$ cat config.mk
export PLATFORM = sky130hd
export DESIGN_NAME = neighbor_table_param_flat
export DESIGN_NICKNAME = d
export VERILOG_FILES = /design/src/rtl/neighbor_table_param_if.sv /design/src/rtl/neighbor_table_param.sv /design/src/flat_wrapper.sv
export SDC_FILE = /design/constraint.sdc
export NUM_CORES = 2
export LEC_CHECK = 0
export ABC_AREA = 1
export BUFFER_PORTS_ARGS = -buffer_cell sky130_fd_sc_hd__buf_2
export CORE_MARGIN = 2
export CORE_UTILIZATION = 47
export DETAILED_ROUTE_END_ITERATION = 8
export PLACE_DENSITY = 0.73
export SYNTH_ARGS = -nofsm -noshare
export SYNTH_HDL_FRONTEND = slang
export SYNTH_SLANG_ARGS = --single-unit
export TNS_END_PERCENT = 20
$ cat constraint.sdc
create_clock -name clk -period 5.5 [get_ports clk]
set_input_delay 0.55 -clock clk [delete_from_list [all_inputs] [get_ports clk]]
set_output_delay 0.55 -clock clk [all_outputs]
set_load 0.01 [all_outputs]
$ cat src/rtl/neighbor_table_param_if.sv
// Neighbor-table port bundle: write/age/heartbeat strobes, read port and best-hop search results.
// Pure wiring; the master drives requests, the slave (the table) drives lookup and search results.
interface neighbor_table_param_if #(
    parameter int WORD_WIDTH = 16,
    parameter int DEPTH      = 8
);
    localparam int IW = $clog2(DEPTH);

    logic                  wr_en;
    logic                  hb_reset;
    logic                  age_tick;
    logic [WORD_WIDTH-1:0] fNodeID;
    logic [WORD_WIDTH-1:0] fNodeHops;
    logic [WORD_WIDTH-1:0] fNodeQValue;
    logic [WORD_WIDTH-1:0] fNodeEnergy;
    logic [WORD_WIDTH-1:0] fNodeCHHops;
    logic                  search_start;
    logic [IW-1:0]         rd_index;

    logic [WORD_WIDTH-1:0] mNodeID;
    logic [WORD_WIDTH-1:0] mNodeHops;
    logic [WORD_WIDTH-1:0] mNodeQValue;
    logic [WORD_WIDTH-1:0] mNodeEnergy;
    logic [WORD_WIDTH-1:0] mNodeCHHops;
    logic [IW:0]           neighborCount;
    logic                  table_full;
    logic                  wr_drop;
    logic                  search_busy;
    logic                  search_done;
    logic                  best_valid;
    logic [IW-1:0]         bestIndex;
    logic [WORD_WIDTH-1:0] bestNodeID;
    logic [WORD_WIDTH-1:0] bestQValue;

    modport master (
        output wr_en, hb_reset, age_tick, fNodeID, fNodeHops, fNodeQValue,
               fNodeEnergy, fNodeCHHops, search_start, rd_index,
        input  mNodeID, mNodeHops, mNodeQValue, mNodeEnergy, mNodeCHHops,
               neighborCount, table_full, wr_drop, search_busy, search_done,
               best_valid, bestIndex, bestNodeID, bestQValue
    );

    modport slave (
        input  wr_en, hb_reset, age_tick, fNodeID, fNodeHops, fNodeQValue,
               fNodeEnergy, fNodeCHHops, search_start, rd_index,
        output mNodeID, mNodeHops, mNodeQValue, mNodeEnergy, mNodeCHHops,
               neighborCount, table_full, wr_drop, search_busy, search_done,
               best_valid, bestIndex, bestNodeID, bestQValue
    );
endinterface

$ cat src/rtl/neighbor_table_param.sv
// Aging neighbor table with ID-keyed insert/refresh and a sequential best-QValue search.
// Writes/aging take effect in 1 cycle; search takes DEPTH+1 cycles; full-table inserts are dropped (wr_drop).
module neighbor_table_param #(
    parameter int WORD_WIDTH = 16,
    parameter int DEPTH      = 8,
    parameter int AGE_MAX    = 3
) (
    input logic                    clk,
    input logic                    nrst,
    neighbor_table_param_if.slave  bus
);
    localparam int IW      = $clog2(DEPTH);
    localparam int AW      = $clog2(AGE_MAX + 1);
    localparam int RD_SPAN = 1 << IW;

    localparam logic [1:0] ST_IDLE = 2'd0;
    localparam logic [1:0] ST_SCAN = 2'd1;
    localparam logic [1:0] ST_DONE = 2'd2;

    typedef struct packed {
        logic [WORD_WIDTH-1:0] id;
        logic [WORD_WIDTH-1:0] hops;
        logic [WORD_WIDTH-1:0] qv;
        logic [WORD_WIDTH-1:0] energy;
        logic [WORD_WIDTH-1:0] chhops;
    } node_t;

    logic [DEPTH-1:0] valid_q, valid_d;
    logic [AW-1:0]    age_q [DEPTH];
    logic [AW-1:0]    age_d [DEPTH];
    node_t            node_q [DEPTH];
    node_t            node_d [DEPTH];
    logic [IW:0]      count_q, count_d;
    logic             wr_drop_q, wr_drop_d;

    logic [1:0]            state_q, state_d;
    logic [IW-1:0]         scan_idx_q, scan_idx_d;
    logic                  cand_vld_q, cand_vld_d;
    logic [IW-1:0]         cand_idx_q, cand_idx_d;
    logic [WORD_WIDTH-1:0] cand_id_q, cand_id_d;
    logic [WORD_WIDTH-1:0] cand_qv_q, cand_qv_d;
    logic [WORD_WIDTH-1:0] cand_hops_q, cand_hops_d;
    logic                  best_vld_q, best_vld_d;
    logic [IW-1:0]         best_idx_q, best_idx_d;
    logic [WORD_WIDTH-1:0] best_id_q, best_id_d;
    logic [WORD_WIDTH-1:0] best_qv_q, best_qv_d;

    node_t         wr_node;
    logic          match_hit, free_hit, wr_ok;
    logic [IW-1:0] match_idx, free_idx, wr_idx;

    assign wr_node = {bus.fNodeID, bus.fNodeHops, bus.fNodeQValue,
                      bus.fNodeEnergy, bus.fNodeCHHops};

    // Descending loop so the lowest matching / free index wins.
    always_comb begin
        match_hit = 1'b0;
        free_hit  = 1'b0;
        match_idx = '0;
        free_idx  = '0;
        for (int i = DEPTH - 1; i >= 0; i--) begin
            if (valid_q[i] && (node_q[i].id == bus.fNodeID)) begin
                match_hit = 1'b1;
                match_idx = IW'(i);
            end
            if (!valid_q[i]) begin
                free_hit = 1'b1;
                free_idx = IW'(i);
            end
        end
    end

    assign wr_ok  = match_hit | free_hit;
    assign wr_idx = match_hit ? match_idx : free_idx;

    always_comb begin
        valid_d   = valid_q;
        wr_drop_d = 1'b0;
        count_d   = '0;
        for (int i = 0; i < DEPTH; i++) begin
            age_d[i]  = age_q[i];
            node_d[i] = node_q[i];
        end
        if (bus.hb_reset) begin
            valid_d = '0;
            for (int i = 0; i < DEPTH; i++) age_d[i] = '0;
        end else begin
            if (bus.age_tick) begin
                for (int i = 0; i < DEPTH; i++) begin
                    if (valid_q[i]) begin
                        if (age_q[i] == AW'(AGE_MAX - 1)) begin
                            valid_d[i] = 1'b0;
                            age_d[i]   = '0;
                        end else begin
                            age_d[i] = age_q[i] + 1'b1;
                        end
                    end
                end
            end
            // Applied after aging so the written entry always ends fresh and valid.
            if (bus.wr_en) begin
                if (wr_ok) begin
                    valid_d[wr_idx] = 1'b1;
                    age_d[wr_idx]   = '0;
                    node_d[wr_idx]  = wr_node;
                end else begin
                    wr_drop_d = 1'b1;
                end
            end
        end
        for (int i = 0; i < DEPTH; i++) count_d = count_d + (IW + 1)'(valid_d[i]);
    end

    // Read port padded to a power of two so out-of-range indices return zero.
    node_t rd_tab [RD_SPAN];
    node_t rd_node;

    for (genvar g = 0; g < RD_SPAN; g++) begin : g_rd
        if (g < DEPTH) begin : g_live
            assign rd_tab[g] = valid_q[g] ? node_q[g] : '0;
        end else begin : g_pad
            assign rd_tab[g] = '0;
        end
    end

    assign rd_node = rd_tab[bus.rd_index];

    node_t scan_node;
    logic  scan_vld, scan_take;
    logic                  nxt_vld;
    logic [IW-1:0]         nxt_idx;
    logic [WORD_WIDTH-1:0] nxt_id, nxt_qv, nxt_hops;

    assign scan_node = node_q[scan_idx_q];
    assign scan_vld  = valid_q[scan_idx_q];
    // Strict comparisons keep the earlier index on a full tie.
    assign scan_take = scan_vld &&
                       (!cand_vld_q || (scan_node.qv > cand_qv_q) ||
                        ((scan_node.qv == cand_qv_q) && (scan_node.hops < cand_hops_q)));

    assign nxt_vld  = scan_take ? 1'b1           : cand_vld_q;
    assign nxt_idx  = scan_take ? scan_idx_q     : cand_idx_q;
    assign nxt_id   = scan_take ? scan_node.id   : cand_id_q;
    assign nxt_qv   = scan_take ? scan_node.qv   : cand_qv_q;
    assign nxt_hops = scan_take ? scan_node.hops : cand_hops_q;

    always_comb begin
        state_d     = state_q;
        scan_idx_d  = scan_idx_q;
        cand_vld_d  = cand_vld_q;
        cand_idx_d  = cand_idx_q;
        cand_id_d   = cand_id_q;
        cand_qv_d   = cand_qv_q;
        cand_hops_d = cand_hops_q;
        best_vld_d  = best_vld_q;
        best_idx_d  = best_idx_q;
        best_id_d   = best_id_q;
        best_qv_d   = best_qv_q;
        if (bus.hb_reset) begin
            state_d    = ST_IDLE;
            scan_idx_d = '0;
        end else begin
            case (state_q)
                ST_IDLE: begin
                    if (bus.search_start) begin
                        state_d     = ST_SCAN;
                        scan_idx_d  = '0;
                        cand_vld_d  = 1'b0;
                        cand_idx_d  = '0;
                        cand_id_d   = '0;
                        cand_qv_d   = '0;
                        cand_hops_d = '0;
                    end
                end
                ST_SCAN: begin
                    cand_vld_d  = nxt_vld;
                    cand_idx_d  = nxt_idx;
                    cand_id_d   = nxt_id;
                    cand_qv_d   = nxt_qv;
                    cand_hops_d = nxt_hops;
                    if (scan_idx_q == IW'(DEPTH - 1)) begin
                        state_d    = ST_DONE;
                        best_vld_d = nxt_vld;
                        best_idx_d = nxt_idx;
                        best_id_d  = nxt_id;
                        best_qv_d  = nxt_qv;
                    end else begin
                        scan_idx_d = scan_idx_q + 1'b1;
                    end
                end
                ST_DONE: state_d = ST_IDLE;
                default: state_d = ST_IDLE;
            endcase
        end
    end

    always_ff @(posedge clk or negedge nrst) begin
        if (!nrst) begin
            valid_q     <= '0;
            count_q     <= '0;
            wr_drop_q   <= 1'b0;
            state_q     <= ST_IDLE;
            scan_idx_q  <= '0;
            cand_vld_q  <= 1'b0;
            cand_idx_q  <= '0;
            cand_id_q   <= '0;
            cand_qv_q   <= '0;
            cand_hops_q <= '0;
            best_vld_q  <= 1'b0;
            best_idx_q  <= '0;
            best_id_q   <= '0;
            best_qv_q   <= '0;
            for (int i = 0; i < DEPTH; i++) begin
                age_q[i]  <= '0;
                node_q[i] <= '0;
            end
        end else begin
            valid_q     <= valid_d;
            count_q     <= count_d;
            wr_drop_q   <= wr_drop_d;
            state_q     <= state_d;
            scan_idx_q  <= scan_idx_d;
            cand_vld_q  <= cand_vld_d;
            cand_idx_q  <= cand_idx_d;
            cand_id_q   <= cand_id_d;
            cand_qv_q   <= cand_qv_d;
            cand_hops_q <= cand_hops_d;
            best_vld_q  <= best_vld_d;
            best_idx_q  <= best_idx_d;
            best_id_q   <= best_id_d;
            best_qv_q   <= best_qv_d;
            for (int i = 0; i < DEPTH; i++) begin
                age_q[i]  <= age_d[i];
                node_q[i] <= node_d[i];
            end
        end
    end

    assign bus.mNodeID       = rd_node.id;
    assign bus.mNodeHops     = rd_node.hops;
    assign bus.mNodeQValue   = rd_node.qv;
    assign bus.mNodeEnergy   = rd_node.energy;
    assign bus.mNodeCHHops   = rd_node.chhops;
    assign bus.neighborCount = count_q;
    assign bus.table_full    = (count_q == (IW + 1)'(DEPTH));
    assign bus.wr_drop       = wr_drop_q;
    assign bus.search_busy   = (state_q != ST_IDLE);
    assign bus.search_done   = (state_q == ST_DONE);
    assign bus.best_valid    = best_vld_q;
    assign bus.bestIndex     = best_idx_q;
    assign bus.bestNodeID    = best_id_q;
    assign bus.bestQValue    = best_qv_q;

endmodule

$ cat src/flat_wrapper.sv
// flat-port wrapper written by rule: the top's interface ports become plain ports
module neighbor_table_param_flat 
#(
    parameter int WORD_WIDTH = 16,
    parameter int DEPTH      = 8,
    parameter int AGE_MAX    = 3
)
  (clk, nrst, bus_wr_en, bus_hb_reset, bus_age_tick, bus_fNodeID, bus_fNodeHops, bus_fNodeQValue, bus_fNodeEnergy, bus_fNodeCHHops, bus_search_start, bus_rd_index, bus_mNodeID, bus_mNodeHops, bus_mNodeQValue, bus_mNodeEnergy, bus_mNodeCHHops, bus_neighborCount, bus_table_full, bus_wr_drop, bus_search_busy, bus_search_done, bus_best_valid, bus_bestIndex, bus_bestNodeID, bus_bestQValue);
  neighbor_table_param_if #(.WORD_WIDTH(WORD_WIDTH), .DEPTH(DEPTH)) bus_i ();
  input logic clk;
  input logic nrst;
  input wire logic [$bits(bus_i.wr_en)-1:0] bus_wr_en;
  input wire logic [$bits(bus_i.hb_reset)-1:0] bus_hb_reset;
  input wire logic [$bits(bus_i.age_tick)-1:0] bus_age_tick;
  input wire logic [$bits(bus_i.fNodeID)-1:0] bus_fNodeID;
  input wire logic [$bits(bus_i.fNodeHops)-1:0] bus_fNodeHops;
  input wire logic [$bits(bus_i.fNodeQValue)-1:0] bus_fNodeQValue;
  input wire logic [$bits(bus_i.fNodeEnergy)-1:0] bus_fNodeEnergy;
  input wire logic [$bits(bus_i.fNodeCHHops)-1:0] bus_fNodeCHHops;
  input wire logic [$bits(bus_i.search_start)-1:0] bus_search_start;
  input wire logic [$bits(bus_i.rd_index)-1:0] bus_rd_index;
  output wire logic [$bits(bus_i.mNodeID)-1:0] bus_mNodeID;
  output wire logic [$bits(bus_i.mNodeHops)-1:0] bus_mNodeHops;
  output wire logic [$bits(bus_i.mNodeQValue)-1:0] bus_mNodeQValue;
  output wire logic [$bits(bus_i.mNodeEnergy)-1:0] bus_mNodeEnergy;
  output wire logic [$bits(bus_i.mNodeCHHops)-1:0] bus_mNodeCHHops;
  output wire logic [$bits(bus_i.neighborCount)-1:0] bus_neighborCount;
  output wire logic [$bits(bus_i.table_full)-1:0] bus_table_full;
  output wire logic [$bits(bus_i.wr_drop)-1:0] bus_wr_drop;
  output wire logic [$bits(bus_i.search_busy)-1:0] bus_search_busy;
  output wire logic [$bits(bus_i.search_done)-1:0] bus_search_done;
  output wire logic [$bits(bus_i.best_valid)-1:0] bus_best_valid;
  output wire logic [$bits(bus_i.bestIndex)-1:0] bus_bestIndex;
  output wire logic [$bits(bus_i.bestNodeID)-1:0] bus_bestNodeID;
  output wire logic [$bits(bus_i.bestQValue)-1:0] bus_bestQValue;
  assign bus_i.wr_en = bus_wr_en;
  assign bus_i.hb_reset = bus_hb_reset;
  assign bus_i.age_tick = bus_age_tick;
  assign bus_i.fNodeID = bus_fNodeID;
  assign bus_i.fNodeHops = bus_fNodeHops;
  assign bus_i.fNodeQValue = bus_fNodeQValue;
  assign bus_i.fNodeEnergy = bus_fNodeEnergy;
  assign bus_i.fNodeCHHops = bus_fNodeCHHops;
  assign bus_i.search_start = bus_search_start;
  assign bus_i.rd_index = bus_rd_index;
  assign bus_mNodeID = bus_i.mNodeID;
  assign bus_mNodeHops = bus_i.mNodeHops;
  assign bus_mNodeQValue = bus_i.mNodeQValue;
  assign bus_mNodeEnergy = bus_i.mNodeEnergy;
  assign bus_mNodeCHHops = bus_i.mNodeCHHops;
  assign bus_neighborCount = bus_i.neighborCount;
  assign bus_table_full = bus_i.table_full;
  assign bus_wr_drop = bus_i.wr_drop;
  assign bus_search_busy = bus_i.search_busy;
  assign bus_search_done = bus_i.search_done;
  assign bus_best_valid = bus_i.best_valid;
  assign bus_bestIndex = bus_i.bestIndex;
  assign bus_bestNodeID = bus_i.bestNodeID;
  assign bus_bestQValue = bus_i.bestQValue;
  neighbor_table_param #(.WORD_WIDTH(WORD_WIDTH), .DEPTH(DEPTH), .AGE_MAX(AGE_MAX)) u_core (.clk(clk), .nrst(nrst), .bus(bus_i));
endmodule
==> results.yml <==
floorplanning:
  die-area_um2: 95200
  io_pins: 213
  initial_core_util: 0.475
  die_y_um: 309
  die_w_um: 309
  core_area_um2: 91800
  rows: 111
pwr:
  p_clk_frac: 0.382
  pwr-share-seq: 0.432
  switchingPower_w: 0.00507
  comb_power_share: 0.186
  power_w: 0.0156
  cell_internal_pwr_w: 0.0105
  switching_share: 0.325
  power_density_nw_per_um2: 329
  leakage_nw: 23.8
  vdd_ir_drop_max_mv: 0.247
placed_design:
  placedInstanceArea_um2: 44500
  place_hpwl_mm: 95.6
  port_buffers: 212
  placedCellCount: 6836
  gp_congestion: 0.948
sta:
  period_needed_ps: 4930
  grt_setup_unrepaired: "no"
  slew_headroom: 0.189
  hold_viol: 0
  slew_violations: 0
  fmax_ghz: 0.203
  worst_pin_slew_ps: 1220
  tns_ps: 0
  finalCritPeriodShare: 0.896
  setup_violations: 0
  finClkSkew_ps: 39.5
worst_setup_path:
  crit_type: "flop to flop"
  cp.required_ps: 6060
  critPathMaxFanout: 6
  cp-end-kind: "flop"
  start_kind: "flop"
  arrival_ps: 5490
logic_synthesis:
  yosysWarnings: 0
  synth_top_family_by_area: "simple AND/OR/NAND/NOR gates"
  synthAdderAreaFrac: 0.0122
  ys_ff_latch: 762
  synth_simple_gate_area_frac: 0.315
  synth-xor-area-share: 0.00683
  ys_types: 53
  yosysSeqAreaShare: 0.438
  synth_mux_area_frac: 0
  synth_fp_nets: 5982
  synth_cells: 5853
  syn_area_um2: 43600
  synth.avg_cell_area_um2: 7.45
  synth_compound_area_frac: 0.140
detailed_routing:
  firstDrtPassIters: 9
  num_vias: 44300
  drt_iter0_markers: 6643
  ant_nets: 0
  wl_per_cell_um: 24.2
  via_per_inst: 6.33
  drc: 0
  wl_mm: 170
global_routing:
  antenna_found_initial: 28
  overflow: 0
  track_usage: 0.352
  grt_pass1_wl_mm: 259
  grt_max_degree: 188
  grt_pass1_vias: 41900
status:
  status: "complete, no violations"
layout:
  areaGrowthSynthToFinish_pct: 8.97
  finalNonFillerCells: 7006
  layout.nets: 5811
  nFillCells: 8743
  layout-drive-gt1-share: 0.0910
  design_area_um2: 47500
  fin_util: 0.517
clock_network:
  cts_tree: "done"
  cts_buffer_depth: 3
  cts.clk_slew.worst_paths_ps: 60
  clock_latency_ps: 690
  clock-sinks: 762
  h-tree-depth: 3
  cts_resized: 0
  cts_buffers: 86
  root_buffer: "clkbuf_16"
hold_path:
  hold_class: "input port to flop"
job:
  drv_cap: 0
[routing by layer]
metal,global-route usage,wire length (µm)
met2,0.523,73900
met5,0,124
met1,0.476,66100
met4,0.163,8040
met3,0.0984,21700
[state kept, by name, indices dropped and copies added, names as in the netlist]
name and flops:
u_core.bus.wr_drop 1, u_core.state_q 2, u_core.bus.best_valid 1, u_core.cand_id_q 16, u_core.valid_q 8, u_core.cand_vld_q 1
u_core.bus.bestQValue 16, u_core.bus.bestNodeID 16, u_core.cand_hops_q 16, u_core.age_q 16, u_core.cand_idx_q 3, u_core.node_q 640
u_core.bus.neighborCount 4, u_core.cand_qv_q 16, u_core.scan_idx_q 3, u_core.bus.bestIndex 3
[final cells by class]
class,count,area [µm²],area share
Inverter,288,1100,0.0232
Tap cell,1243,1560,0.0327
Sequential cell,762,19100,0.402
Antenna cell,15,37.5,0.000790
Clock inverter,30,414,0.00872
Multi-Input combinational cell,4232,20800,0.438
Clock buffer,124,2490,0.0525
Timing Repair Buffer,312,2020,0.0425
[worst max-delay path, stage by stage (launching register included)]
cell	delay, ps
dfrtp_1	460
inv_1	90
nand2_1	90
o21ai_0	90
nor2_1	100
nand2_1	80
nor2_1	210
nand3_1	170
nand2_2	170
inv_2	50
nand2_1	50
nand2_1	50
nand2_1	70
nand2_2	120
nor3_2	440
nand3_4	110
nand2_1	100
ha_1	240
inv_1	80
fa_1	450
fa_1	510
inv_1	50
fa_1	410
fa_1	450
xor2_1	170
[power by group through the flow]
stage	clock network (W)	registers (W)	logic [W]
after CTS	0.00601	0.00671	0.00284
after detailed placement	0	0.00680	0.00282
final	0.00597	0.00674	0.00290
after floorplan	0	0.00665	0.00198
after global placement	0	0.00678	0.00276
after global routing	0.00624	0.00680	0.00323
[cells in the final DEF, fill, tap and decap left out, drive strengths merged, types with 2 or more instances in the layout]
cell type,instances
nand3b,16
a32o,6
clkinv,28
dfrtp,762
o21ai,448
nor3,34
bufinv,6
nor4,2
diode,15
or2,4
fa,4
a22oi,75
o221ai,12
nand2,1950
a21oi,183
a31oi,23
clkbuf,124
buf,311
nand3,613
o22ai,27
nor2,199
a221oi,92
inv,284
xnor2,20
a221o,11
o31ai,39
nand4,337
a31o,11
a21boi,3
xor2,14
ha,36
o211ai,69
[per-stage QoR]
stage                     setup slack, ps  hold slack, ps
after floorplan                       717             254
after global placement                307             453
after detailed placement              204             458
after CTS                             641             158
after global routing                  321             195
final                                 570             183
[kinds of logic after synthesis]
kind of cell | Yosys count
compound gates | 1002
xor+xnor | 34
fa+ha+maj | 40
buf+inv | 859
flops | 762
simple gates | 3156
[Yosys cell counts (all sizes together)]
cell type / instances / area [µm²]
nand2: 1950 / 7330
dfrtp: 762 / 19100
nand3: 613 / 3130
o21ai: 448 / 2250
clkbuf: 348 / 1380
nand4: 337 / 2110
inv: 284 / 1070
buf: 223 / 1400
nor2: 199 / 812
a21oi: 183 / 931
a221oi: 92 / 806
a22oi: 75 / 563
o211ai: 69 / 518
o31ai: 39 / 293
ha: 36 / 450
nor3: 34 / 170
o22ai: 27 / 169
a31oi: 23 / 150
xnor2: 20 / 175
nand3b: 16 / 120
xor2: 14 / 123
o221ai: 12 / 105
a221o: 11 / 110
a31o: 11 / 96.3
a32o: 6 / 60.1
clkinv: 4 / 15.0
fa: 4 / 80.1
or2: 4 / 25.0
a21boi: 3 / 22.5
nor4: 2 / 12.5
a2111oi: 1 / 8.76
a211oi: 1 / 7.51
nor3b: 1 / 7.51
o21a: 1 / 7.51
[timing repair]
| item | CTS | global route |
|---|---|---|
| hold endpoints to repair | 67 | 0 |
| buffers inserted | 0 | 0 |
| hold buffers | 1 | 0 |
[final timing paths]
path	depth (start not counted)	endpoint	slack (ps)	from
max	24	u_core.bus.neighborCount[2]$_DFF_PN0_	570	u_core.node_q[229]$_DFFE_PN0P_
min	3	u_core.node_q[598]$_DFFE_PN0P_	180	bus_fNodeQValue[6]
max reg2reg	24	u_core.bus.neighborCount[2]$_DFF_PN0_	570	u_core.node_q[229]$_DFFE_PN0P_
min reg2reg	2	u_core.cand_hops_q[13]$_DFFE_PN0P_	470	u_core.cand_hops_q[13]$_DFFE_PN0P_
max in group asynchronous	3	u_core.node_q[418]$_DFFE_PN0P_	3620	nrst
min in group asynchronous	2	u_core.bus.bestNodeID[5]$_DFFE_PN0P_	440	nrst
No activity file was read; power rests on OpenSTA's default activity.
